--- src/rtl/fb_scanout.sv ---
// fb_scanout: framebuffer scanout stage behind the VGA timing generator.
// It turns hcount/vcount into reads of a double-buffered, integer-downscaled
// framebuffer and drives RGB out. Sync and blank are delayed so they stay
// aligned with the returned pixel data.
// It also owns the front-buffer select and the frame-synchronous swap handshake
// with the renderer.
//
// Pipeline (t = cycle in which the counts are presented):
//   t+1 : rd_addr_out / rd_en_out registered
//   t+3 : rd_data_in valid (READ_LATENCY = 2 after rd_addr_out)
//   t+4 : RGB and delayed hsync/vsync/blank visible   (LAT = READ_LATENCY + 2)
// READ_LATENCY must be at least 1 so that the active-flag delay line has
// at least two stages.
// PIXEL_W is expected to be 12, packed as {r[3:0], g[3:0], b[3:0]}.

module fb_scanout #(
   parameter int H_ACTIVE     = 1024,
   parameter int V_ACTIVE     = 768,
   parameter int SCALE_LOG2   = 2,
   parameter int FB_ADDR_W    = 16,
   parameter int PIXEL_W      = 12,
   parameter int READ_LATENCY = 2
) (
   input  logic                 pixel_clk_in,
   input  logic                 rst,
   input  logic [10:0]          hcount_in,
   input  logic [9:0]           vcount_in,
   input  logic                 hsync_in,
   input  logic                 vsync_in,
   input  logic                 blank_in,
   input  logic                 swap_req_in,
   output logic                 swap_ack_out,
   output logic                 fb_sel_out,
   output logic                 frame_start_out,
   output logic [FB_ADDR_W:0]   rd_addr_out,
   output logic                 rd_en_out,
   input  logic [PIXEL_W-1:0]   rd_data_in,
   output logic [3:0]           red_out,
   output logic [3:0]           green_out,
   output logic [3:0]           blue_out,
   output logic                 hsync_out,
   output logic                 vsync_out,
   output logic                 blank_out
);

   // Total input-to-output latency and framebuffer geometry.
   localparam int LAT  = READ_LATENCY + 2;
   localparam int FB_W = H_ACTIVE >> SCALE_LOG2;

   localparam logic [10:0] H_LIM = 11'(H_ACTIVE);
   localparam logic [9:0]  V_LIM = 10'(V_ACTIVE);

   // Combinational decode of the incoming position.
   logic                 active_s;
   logic                 moved_s;
   logic                 frame_pos_s;
   logic                 vblank_pos_s;
   logic                 swap_evt_s;
   logic                 pix_on_s;
   logic [FB_ADDR_W-1:0] fb_addr_s;

   // Position-change tracking.
   logic [10:0]          prev_h_r;
   logic [9:0]           prev_v_r;
   logic                 first_r;

   // Buffer select, handshake and frame marker.
   logic                 fb_sel_r;
   logic                 swap_ack_r;
   logic                 frame_start_r;

   // Address stage.
   logic [FB_ADDR_W:0]   rd_addr_r;
   logic                 rd_en_r;

   // Alignment delay lines; index 0 is the youngest stage.
   logic [LAT-1:0]       hs_pipe_r;
   logic [LAT-1:0]       vs_pipe_r;
   logic [LAT-1:0]       bl_pipe_r;
   logic [LAT-2:0]       act_pipe_r;

   // Output colour registers.
   logic [3:0]           red_r;
   logic [3:0]           green_r;
   logic [3:0]           blue_r;

   // Decode the active window, the position-change flag and the event positions.
   always_comb begin
      active_s     = (hcount_in < H_LIM) && (vcount_in < V_LIM);
      moved_s      = first_r || (hcount_in != prev_h_r) || (vcount_in != prev_v_r);
      frame_pos_s  = (hcount_in == 11'd0) && (vcount_in == 10'd0);
      vblank_pos_s = (hcount_in == 11'd0) && (vcount_in == V_LIM);
      swap_evt_s   = moved_s && vblank_pos_s && swap_req_in;
      // The row index times the framebuffer width, plus the column. Anything
      // beyond the half-buffer address width is dropped on purpose.
      fb_addr_s    = FB_ADDR_W'(((32'(vcount_in) >> SCALE_LOG2) * 32'(FB_W))
                                + (32'(hcount_in) >> SCALE_LOG2));
      // At this point the oldest active/blank stages line up with rd_data_in.
      pix_on_s     = act_pipe_r[LAT-2] && !bl_pipe_r[LAT-2];
   end

   // Remember the last position seen, so that a paused timing generator never re-fires events.
   always_ff @(posedge pixel_clk_in) begin
      if (rst) begin
         first_r  <= 1'b1;
         prev_h_r <= 11'd0;
         prev_v_r <= 10'd0;
      end else begin
         first_r  <= 1'b0;
         prev_h_r <= hcount_in;
         prev_v_r <= vcount_in;
      end
   end

   // Frame-start pulse, plus the buffer swap taken only on entry to vertical blank.
   always_ff @(posedge pixel_clk_in) begin
      if (rst) begin
         fb_sel_r      <= 1'b0;
         swap_ack_r    <= 1'b0;
         frame_start_r <= 1'b0;
      end else begin
         frame_start_r <= moved_s && frame_pos_s;
         swap_ack_r    <= swap_evt_s;
         if (swap_evt_s) begin
            fb_sel_r <= ~fb_sel_r;
         end else begin
            fb_sel_r <= fb_sel_r;
         end
      end
   end

   // Register the BRAM read address. It holds outside the active window so the read port stays quiet.
   always_ff @(posedge pixel_clk_in) begin
      if (rst) begin
         rd_addr_r <= {(FB_ADDR_W + 1){1'b0}};
         rd_en_r   <= 1'b0;
      end else begin
         rd_en_r <= active_s;
         if (active_s) begin
            rd_addr_r <= {fb_sel_r, fb_addr_s};
         end else begin
            rd_addr_r <= rd_addr_r;
         end
      end
   end

   // Delay sync, blank and active so they line up with the pixel data returned by the BRAM.
   always_ff @(posedge pixel_clk_in) begin
      if (rst) begin
         hs_pipe_r  <= {LAT{1'b0}};
         vs_pipe_r  <= {LAT{1'b0}};
         bl_pipe_r  <= {LAT{1'b1}};
         act_pipe_r <= {(LAT - 1){1'b0}};
      end else begin
         hs_pipe_r  <= {hs_pipe_r[LAT-2:0], hsync_in};
         vs_pipe_r  <= {vs_pipe_r[LAT-2:0], vsync_in};
         bl_pipe_r  <= {bl_pipe_r[LAT-2:0], blank_in};
         act_pipe_r <= {act_pipe_r[LAT-3:0], active_s};
      end
   end

   // Capture the returned pixel, forcing black outside the active window and during blank.
   always_ff @(posedge pixel_clk_in) begin
      if (rst) begin
         red_r   <= 4'd0;
         green_r <= 4'd0;
         blue_r  <= 4'd0;
      end else if (pix_on_s) begin
         red_r   <= rd_data_in[PIXEL_W-1 -: 4];
         green_r <= rd_data_in[PIXEL_W-5 -: 4];
         blue_r  <= rd_data_in[PIXEL_W-9 -: 4];
      end else begin
         red_r   <= 4'd0;
         green_r <= 4'd0;
         blue_r  <= 4'd0;
      end
   end

   assign swap_ack_out    = swap_ack_r;
   assign fb_sel_out      = fb_sel_r;
   assign frame_start_out = frame_start_r;
   assign rd_addr_out     = rd_addr_r;
   assign rd_en_out       = rd_en_r;
   assign red_out         = red_r;
   assign green_out       = green_r;
   assign blue_out        = blue_r;
   assign hsync_out       = hs_pipe_r[LAT-1];
   assign vsync_out       = vs_pipe_r[LAT-1];
   assign blank_out       = bl_pipe_r[LAT-1];

endmodule

--- config.mk ---
export PLATFORM = sky130hd
export DESIGN_NAME = fb_scanout
export DESIGN_NICKNAME = d
export VERILOG_FILES = /design/src/rtl/fb_scanout.sv
export SDC_FILE = /design/constraint.sdc
export NUM_CORES = 1
export LEC_CHECK = 0
export ABC_AREA = 1
export ABC_CLOCK_PERIOD_IN_PS = 2000
export BUFFER_PORTS_ARGS = -buffer_cell sky130_fd_sc_hd__buf_2
export CAP_MARGIN = 20
export CELL_PAD_IN_SITES_DETAIL_PLACEMENT = 1
export CELL_PAD_IN_SITES_GLOBAL_PLACEMENT = 1
export CORE_ASPECT_RATIO = 0.6
export CORE_MARGIN = 5
export CORE_UTILIZATION = 39
export DETAILED_ROUTE_END_ITERATION = 7
export GPL_TIMING_DRIVEN = 0
export PLACE_DENSITY_LB_ADDON = 0.15
export SETUP_SLACK_MARGIN = 0.15
export SYNTH_ARGS = -nofsm -noshare
export SYNTH_HDL_FRONTEND = slang
export SYNTH_SLANG_ARGS = --single-unit
--- constraint.sdc ---
create_clock -name pixel_clk_in -period 2 [get_ports pixel_clk_in]
set_input_delay 0.1 -clock pixel_clk_in [delete_from_list [all_inputs] [get_ports pixel_clk_in]]
set_output_delay 0.1 -clock pixel_clk_in [all_outputs]
set_load 0.01 [all_outputs]
# Word level (Yosys, flattened, before mapping)

Index checks and enable logic that the tools add are counted.

Latch bits: 0
Input port bits: 39
Memories kept: 0
RAM bits: 0
Output and inout bits: 36
Register bits: 70
ROM bits: 0

$mul: 0
Magnitude comparators: 2
Divide/modulo/power cells: 0
Add/subtract/negate cells: 1
Equality and inequality tests: 3
Muxes and demuxes: 1
Reduce and logical (&&, ||, !) cells: 13
Shift-type cells: 0
Bitwise operators: 2

Operator list:

| cell                 | number |
|---|---|
| $add 16x9->16        | 1 |
| $logic_not 11->1     | 1 |
| $lt 11x11->1 const B | 1 |
| $ne 11x11->1         | 1 |
| $eq 10x10->1 const B | 1 |
| $logic_not 10->1     | 1 |
| $lt 10x10->1 const B | 1 |
| $ne 10x10->1         | 1 |
| $logic_and 1x1->1    | 7 |
| $logic_or 1x1->1     | 2 |
| $not 1->1            | 2 |
| $reduce_or 2->1      | 1 |
| $logic_not 1->1      | 1 |
| $mux 1               | 1 |

# Longest topological paths before layout

Gate-level depths: netlist of run 1.

Depth after elaboration: 5
Mapped depth: 10

# Worst setup path before layout of run 1

No wires, ideal clock.

Kind: reg2reg
Start: reg prev_h_r[6]
End: reg fb_sel_r (netlist: fb_sel_out)
Arrival: 952 ps
Stages on the path, launching flop included: 10
Slack: 933 ps
Required time: 1885 ps
Path buffers: 0
Period minus slack after synthesis: 1067 ps
Path through: dfxtp_1 > inv_1 > nand2_1 > nand2_1 > nor2_1 > nand2_1 > nor2_2 > nand3_2 > a21oi_1 > nor2_1

Longest elaborated chain between the ends: 5

Ends and longest elaborated chain:

| element                         | RTL line | RTL |
|---|---|---|
| start: declaration              | 63       | `logic [10:0] prev_h_r;` |
| start signal: assignment        | 110      | `prev_h_r <= hcount_in;` |
| $ne 11x11->1                    | 90       | `moved_s = first_r \|\| (hcount_in != prev_h_r) \|\| (vcount_in != prev_v_r);` |
| $logic_or 1x1->1 (2 in series)  | 90       |  |
| $logic_and 1x1->1 (2 in series) | 93       | `swap_evt_s = moved_s && vblank_pos_s && swap_req_in;` |
| end signal: assignment          | 125      | `fb_sel_r <= ~fb_sel_r;` |
| end signal: assignment          | 127      | `fb_sel_r <= fb_sel_r;` |
| end: declaration                | 68       | `logic fb_sel_r;` |

Every way passes these cells.
A chain may end at the register's enable or synchronous reset.

# Worst setup path after layout of run 1

Start: in rst
End: reg red_r[1] (netlist: red_out[1])

Longest elaborated chain between the ends: 1

Ends and longest elaborated chain:

| element                          | RTL line | RTL |
|---|---|---|
| start: declaration               | 25       | `input logic rst,` |
| $reduce_or 2->1 (no source line) | --       |  |
| end signal: assignment           | 169      | `red_r <= rd_data_in[PIXEL_W-1 -: 4];` |
| end: declaration                 | 83       | `logic [3:0] red_r;` |

Every way passes these cells.

==> results.txt, run 1 <==
The run finished with clean final reports. The die width came out at about 120 um. For this run, the leading register cell type out of synthesis is dfxtp_1. The final route contains about 2,500 vias. The average instance area after synthesis came out at around 7.4 um^2. The worst hold slack after final layout came out at 0.0202 ns. The cell area after synthesis came out at between 2000 and 3000 um^2. The number of iterations in the first detailed-routing pass is 4.

The library cells used most frequently in the layout, excluding fill and tap cells, are nor2_1, buf_2, nand2_1, dfxtp_1, inv_1. Prior to clock tree synthesis, the placed netlist has a worst setup slack of ~0.55 ns. The number of input and output port buffers inserted is 74. The most frequent standard cell in the layout excluding fill and tap cells is nor2_1. The later pin in the worst-skew pair is clocked with a latency of ~0.33 ns. The maximum clock insertion buffer count came out at 2. The data arrival at the endpoint of the critical path came out at between 1.5 and 2 ns. The number of max-capacitance violations reported is 0. The fraction of layout cells with a size suffix above 1 is between 20% and 30%. Setup violations remaining at the end of the flow were counted as 0. The final HPWL from detailed placement is roughly 5.7 mm. VDD sags by at most approximately 510 uV. The portion of the post-synthesis area used by sequential elements is between 50% and 60%.

The number of antenna cells inserted is 0. Headroom to the max-slew limit came out at 57.8%. The final critical path takes up 74.8% of the cycle. The number of synthesized flops with an enable pin is 0. The count of buffers added by post-CTS timing repair for setup is 0.

In this run the most critical hold path is launched from hcount_in[1]. STA classifies the critical path endpoint as a flip-flop. The tree built by TritonCTS fans out to just under 70 sinks. The initial detailed-routing violation count came out at 87. The die boundary height is ~74 um. The worst setup path is launched from an input port. The final weighted congestion in routability-driven placement came out at approximately 0.78. The initial antenna violation count was 0.

The register bit total from synthesis came out at between 60 and 70. The total overflow left after global routing is 0. The number of nets with antenna violations after detailed routing is 0. Setup repair after global routing left no endpoint under its margin. The start point of the critical path is rst. TritonCTS built the clock tree.

The maximum fanout encountered on the critical timing path is 10. The aggregate global-route resource usage came out at between 20% and 30%. In this run the worst hold path is classified as input port to flip-flop.

The top-level I/O count came out at 75. The share of the core filled with cells came out at 53.7%. The smallest setup slack after layout is around 0.5 ns. The clock-pin slew reported for the worst setup and hold paths after clock tree synthesis is about 0.060 ns. The clock root buffer is clkbuf_16. The number of core rows is 23. The power density over the cells is ~950 nW/um^2. The synthesized net count is 398.

The number of nets in the finished design is 498. The effective utilization at floorplan came out at between 30% and 40%. The final number of max-transition violations came to 0. The startpoint identified for the worst register-to-register timing path is prev_h_r[9]$_SDFF_PP0_.

The via count of the first global-routing pass was 2,579. The number of instances in the synthesized netlist is ~360. The post-detailed-route via-to-cell ratio is between 4 and 5. The post-route minimum period came out at roughly 1.5 ns. The netlist uses 26 different library cells. Entering global routing, the biggest net connects 12 pins. The startpoint-to-endpoint class of the critical path is input port to flip-flop. The count of unresolved DRC violations after routing came out at 0.

The clock tree skew after final layout came out at approximately 0.0042 ns. The total number of yosys warnings is 0. The average routed wire per standard cell is 14.9 um. The fraction of registers with async set/reset came out at 0%. The H-tree level count came out at 3. The final hold violation count came to 0. The total routed wirelength came out at a little over 8 mm.

The placeable core area came out at between 6000 and 7000 um^2. The fmax came out at 668 MHz. The required arrival time at the worst endpoint is 2.26 ns. The die outline area came out at 8540 um^2. The number of clock buffers inserted by TritonCTS came out at 9. The first-pass GRT wire length is ~13 mm. The total negative slack for setup checks is 0 ns. The slew of the pin with the lowest slew margin is about 0.63 ns. The leakage dissipation came out at roughly 1.9 nW.

Relative to the synthesized area, the layout overhead comes to 35.1%.
## synthesized netlist by cell type, types with 2 or more instances
| master | n | area (um^2) |
|---|---|---|
| xor2_1 | 3 | 26.3 |
| nand2_1 | 69 | 259 |
| o21ai_0 | 16 | 80.1 |
| dfxtp_1 | 69 | 1380 |
| ha_1 | 2 | 25.0 |
| nor2_1 | 78 | 293 |
| a21oi_1 | 9 | 45.0 |
| buf_2 | 3 | 15.0 |
| nand4_1 | 3 | 18.8 |
| or2_2 | 5 | 31.3 |
| clkbuf_1 | 5 | 18.8 |
| nand3_2 | 2 | 20.0 |
| inv_2 | 4 | 15.0 |
| nor2_2 | 4 | 25.0 |
| nand3_1 | 8 | 40.0 |
| inv_1 | 67 | 251 |
## power by group
part           switching (mW)  total [mW]  internal (mW)
sequential             0.0271        1.46           1.44
combinational           0.201       0.334          0.133
clock                   0.578        1.57          0.995
## worst paths after layout
path | end | slack, ns | depth (start not counted)
setup reg to reg | fb_sel_out$_SDFFE_PP0P_ | 0.69 | 9
hold reg to reg | hs_pipe_r[3]$_SDFF_PP0_ | 0.40 | 2
setup / recovery | red_out[1]$_SDFF_PP0_ | 0.50 | 7
hold / removal | prev_h_r[1]$_SDFF_PP0_ | 0.02 | 3
## critical path, stage by stage
cell	delay, ns
dlygate4sd3_1	0.53
buf_2	0.14
clkbuf_1	0.14
inv_1	0.30
nand3_1	0.18
buf_2	0.23
nor2_1	0.14
## routing by layer
layer	vias up	track usage (%)	share of wire, %
met4	0	5.92	1.2
met3	12	7.24	5.6
met1	1160	25.5	46
met2	49	33.0	47
met5	-	0	0
li1	1254	-	-
## stage by stage
stage	power (mW)	cell area [um^2]	cells
after floorplan	1.66	2630	357
after global placement	1.78	3110	518
final	3.37	3550	549
after CTS	3.41	3550	549
after global routing	3.53	3550	549
after detailed placement	1.80	3110	518
## sequential cells by signal (all words and copies together), names as in the netlist
name	flops
act_pipe_r	3
fb_sel_out	1
blue_out	4
vs_pipe_r	4
red_out	4
prev_h_r	11
bl_pipe_r	4
hs_pipe_r	4
green_out	4
swap_ack_out	1
prev_v_r	10
frame_start_out	1
rd_addr_out	17
first_r	1
## layout make-up
cell class              count  area, um^2
clock buffers              12         246
flip-flops and latches     69        1380
clock inverters             4        47.5
plain buffers               9        45.0
multi-input cells         208         937
fillers                   870        3070
inverters                  71         267
well taps                  87         109
repair buffers             89         520
## timing repair
action,4_1_cts,5_1_grt
endpoints found under the setup margin,0,0
hold buffers,15,0
resized for setup,0,0
hold endpoints to repair,15,0
## kinds of logic after synthesis
logic type | Yosys count | synth area share, %
xor+xnor | 4 | 1.33
flops | 69 | 52.5
buf+inv | 80 | 11.8
fa+ha+maj | 2 | 0.951
compound gates | 29 | 5.99
simple gates | 173 | 27.4
Power figures use the tool's default switching activity.
==> run 2, diff against run 1 <==
Settings changed: ABC_AREA 1 to 0, ABC_CLOCK_PERIOD_IN_PS 2000 to 1450, CORE_UTILIZATION 39 to 37.
Clock period 2 ns to 1.45 ns, I/O delays scaled along.
==> results.txt, run 2 <==
Yosys attributes the largest share of cell area to dfxtp_1, nor2b_1, xor2_1, nand2_1, and2_1. The cell family contributing the most delay on the critical path is simple AND/OR/NAND/NOR gates. The number of different library cells in the post-synthesis netlist is 29. The clock root buffer is clkbuf_8. The number of nets with antenna violations after detailed routing came out at 0. The critical path buffer and inverter count is 0. The share of the clock period used by the worst path is 113%. The number of stages on the worst hold path came out at 3. The startpoint-to-endpoint class of the critical path is flip-flop to flip-flop. The combinational fraction of design power came out at between 10% and 20%. The checks that failed: negative setup slack. The worst reg2reg path depth is 5. The number of input and output port buffers inserted is 72. For this run, the total global-route usage over all layers was measured as between 10% and 20%. The top cell type by area accounts for 57.4% of the synthesized area.

The number of endpoints failing setup at the final stage is 3. The first-pass GRT wire length came out at 10.9 mm. The average routed wire per standard cell is 16.1 um. The worst setup path is captured at a flip-flop. The clock tree skew after final layout is roughly 0.011 ns.

The average instance area after synthesis is 10.2 um^2. The initial detailed-routing violation count is 98. The critical path starts at prev_v_r[0]$_SDFF_PP0_. The clock-pin slew reported for the worst setup and hold paths after clock tree synthesis came out at approximately 0.070 ns. The total routed wirelength came out at slightly below 7 mm. The cell area after synthesis came out at between 2000 and 2500 um^2. The number of core rows came out at 22.

The most used flip-flop cell after synthesis is dfxtp_1. Summed over all instances, the cell type with the most area after synthesis is dfxtp_1. The number of max-capacitance violations reported is 0.

For this configuration, the core starts out at a cell density of 38.7%. The power dissipated by switching net loads came out at 0.936 mW. The worst hold path terminates at swap_ack_out$_SDFF_PP0_. Detailed placement ended at an HPWL of a little under 5 mm. The largest incremental delay on the critical path is a little under 0.5 ns. The number of nets in the finished design came out at around 380. The layout has 741 filler cells. The internal power consumption came out at between 2 and 3 mW. Counting flops and latches in the post-synthesis netlist gives 69. The data arrival at the endpoint of the critical path came out at 1.88 ns.

After the flow finishes, the layout carries non-filler instances totaling between 400 and 500. The critical path goes through xnor2_2 > nand4_1 > or3_4 > or4_4 > o311ai_1. The number of antenna cells inserted came out at 0.

The worst setup path is launched from a flip-flop. The clock sink total is between 60 and 70. The number of clock buffers inserted by TritonCTS is 9.

The H-tree generated during clock tree synthesis spans 3 levels. The die boundary height is 72.5 um. The fraction of layout cells with a size suffix above 1 is roughly a third. Headroom to the max-slew limit came out at 65.2%. After synthesis, flip-flops and latches occupy a little under three fifths of the total area. The die width came out at between 100 and 150 um.

After technology mapping, the gate count stands at about 240. Static timing analysis puts the maximum clock frequency at around 610 MHz. In the synthesized netlist the async set-or-reset flop fraction comes to 0%.

The die outline area came out at 8280 um^2. Counting every net in the synthesized netlist gives roughly 280. The maximum clock insertion buffer count is 2.

In the layout the commonest cells are buf_2, dfxtp_1, nor2b_1. The largest net degree at the start of global routing came out at 12. The placeable core area came out at 6220 um^2. The startpoint identified for the worst register-to-register timing path is prev_v_r[0]$_SDFF_PP0_. The slew of the pin with the lowest slew margin is 0.523 ns.

The number of iterations in the first detailed-routing pass is 4. The post-detailed-route via-to-cell ratio came out at roughly 4.7. The total overflow left after global routing is 0. Counting instances in the post-synthesis netlist gives the leading cell types as dfxtp_1, nor2b_1, nand2_1. The clock network power share is between 30% and 40%. The post-synthesis to final-layout area growth is 38.7%. The relative contribution of sequential cells to total power came out at 51.7%. The leakage dissipation is 1.46 nW. The flip-flop count of the largest register, all copies and words added is 17. TritonCTS built the clock tree. In the final layout, flip-flops and latches occupy between 1000 and 1500 um^2. The placed instance count came out at about 390.

The total number of yosys warnings is 0. The final hold violation count came out at 0. The worst voltage drop across the vdd grid came out at around 580 uV. Among all cell types in the netlist, the one instantiated most often is dfxtp_1. The smallest setup slack after layout came out at -0.192 ns. Setup repair after global routing could not meet its margin everywhere. The initial antenna violation count came to 0. In this run the power density over the cells is ~1200 nW/um^2.

The worst setup slack before clock tree synthesis came out at -0.253 ns. The most frequent standard cell in the layout excluding fill and tap cells is buf_2. The final weighted congestion in routability-driven placement came out at between 0.7 and 0.8. Net switching is between 20% and 30% of the power. The via count of the first global-routing pass came out at around 2,200. The slowest cell on the critical path is or4_4. The via total after detailed routing is roughly 2,000. The required arrival time at the worst endpoint is 1.69 ns. The top-level I/O count is 75. The area used by multi-input combinational logic is slightly above 1000 um^2.

The worst register-to-register path ends at fb_sel_out$_SDFFE_PP0P_. The number of synthesized flops with an enable pin came out at 0. The worst hold path startpoint is swap_req_in. The slack of the worst reg-to-reg path came out at -0.19 ns.

For this run, design rule violations remaining after detail routing come to 0. The run finished, with violations left. In this run the worst path has a maximum fanout of 2.

After layout, the minimum clock period comes to ~1.6 ns. The class of the most critical hold timing path is input port to flip-flop. The final number of max-transition violations came to 0. The source-to-sink clock delay at the later pin of the worst-skew pair is around 0.34 ns.
[run 2: worst reg2reg max path, delay by kind of cell (launching register included)]
kind / cells / cell delay [ns]
xor gates and xnor gates: 1 / 0.16
and+or+nand+nor: 3 / 0.97
DFF: 1 / 0.33
AOI/OAI and AO/OA: 1 / 0.09
[run 2: area by class of cell]
type / instances / area share [%]
sequential: 69 / 41.5
clock inverter: 5 / 1.57
clock buffer: 10 / 3.82
inverter: 2 / 0.225
buffer: 12 / 1.91
tap: 84 / 3.15
multi-input combinational: 154 / 30.6
timing repair buffer: 94 / 17.2
[run 2: routing by layer]
metal	GRT usage (%)	vias to the layer above	wire length (um)
li1	-	981	-
met3	5.75	9	478
met5	0	-	0
met4	5.53	0	77
met2	27.8	54	3270
met1	22.2	964	3100
[run 2: kinds of logic (layout without fill, tap and decap cells)]
kind of cell | count (synthesis) | count (layout) | share of synthesized area, %
compound gates | 22 | 22 | 5.61
xor+xnor | 26 | 26 | 9.77
fa+ha+maj | 2 | 2 | 1.04
buf+inv | 14 | 123 | 2.80
flops | 69 | 69 | 57.4
simple gates | 104 | 104 | 23.4
[run 2: worst max-delay path by stage]
| stage | to | depth (start not counted) |
|---|---|---|
| 2_1_floorplan | fb_sel_out$_SDFFE_PP0P_ | 5 |
| 3_3_place_gp | fb_sel_out$_SDFFE_PP0P_ | 5 |
| 3_5_place_dp | fb_sel_out$_SDFFE_PP0P_ | 5 |
| 4_1_cts | fb_sel_out$_SDFFE_PP0P_ | 5 |
| 5_1_grt | fb_sel_out$_SDFFE_PP0P_ | 5 |
| 6_report | fb_sel_out$_SDFFE_PP0P_ | 5 |
[run 2: metrics by stage]
| step | setup TNS, ns | area (um^2) | power, mW | utilization (%) | hold WS (ns) |
|---|---|---|---|---|---|
| after floorplan | 0 | 2410 | 2.23 | - | 0.100 |
| after global placement | -0.372 | 2870 | 2.39 | 46.2 | 0.222 |
| after detailed placement | -0.388 | 2870 | 2.40 | 46.2 | 0.226 |
| after CTS | -0.406 | 3290 | 3.90 | 52.9 | 0.000181 |
| after global routing | -0.486 | 3340 | 4.06 | 53.7 | 0.00689 |
| final | -0.257 | 3340 | 3.88 | 53.7 | 0.0168 |
[run 2: timing repair]
| action | 4_1_cts | 5_1_grt |
|---|---|---|
| setup buffers | 1 | 1 |
| pin swaps | 8 | 7 |
| hold endpoints to repair | 20 | 0 |
| endpoints found under the setup margin | 13 | 13 |
| hold buffers | 20 | 0 |
| gates resized for setup | 8 | 12 |
[run 2: power groups by stage]
stage	combinational, mW	clock, mW	sequential (mW)
floorplan	0.171	0	2.06
global placement	0.343	0	2.04
detailed placement	0.351	0	2.05
CTS	0.404	1.49	2.01
global route	0.457	1.59	2.01
finish	0.412	1.46	2.01
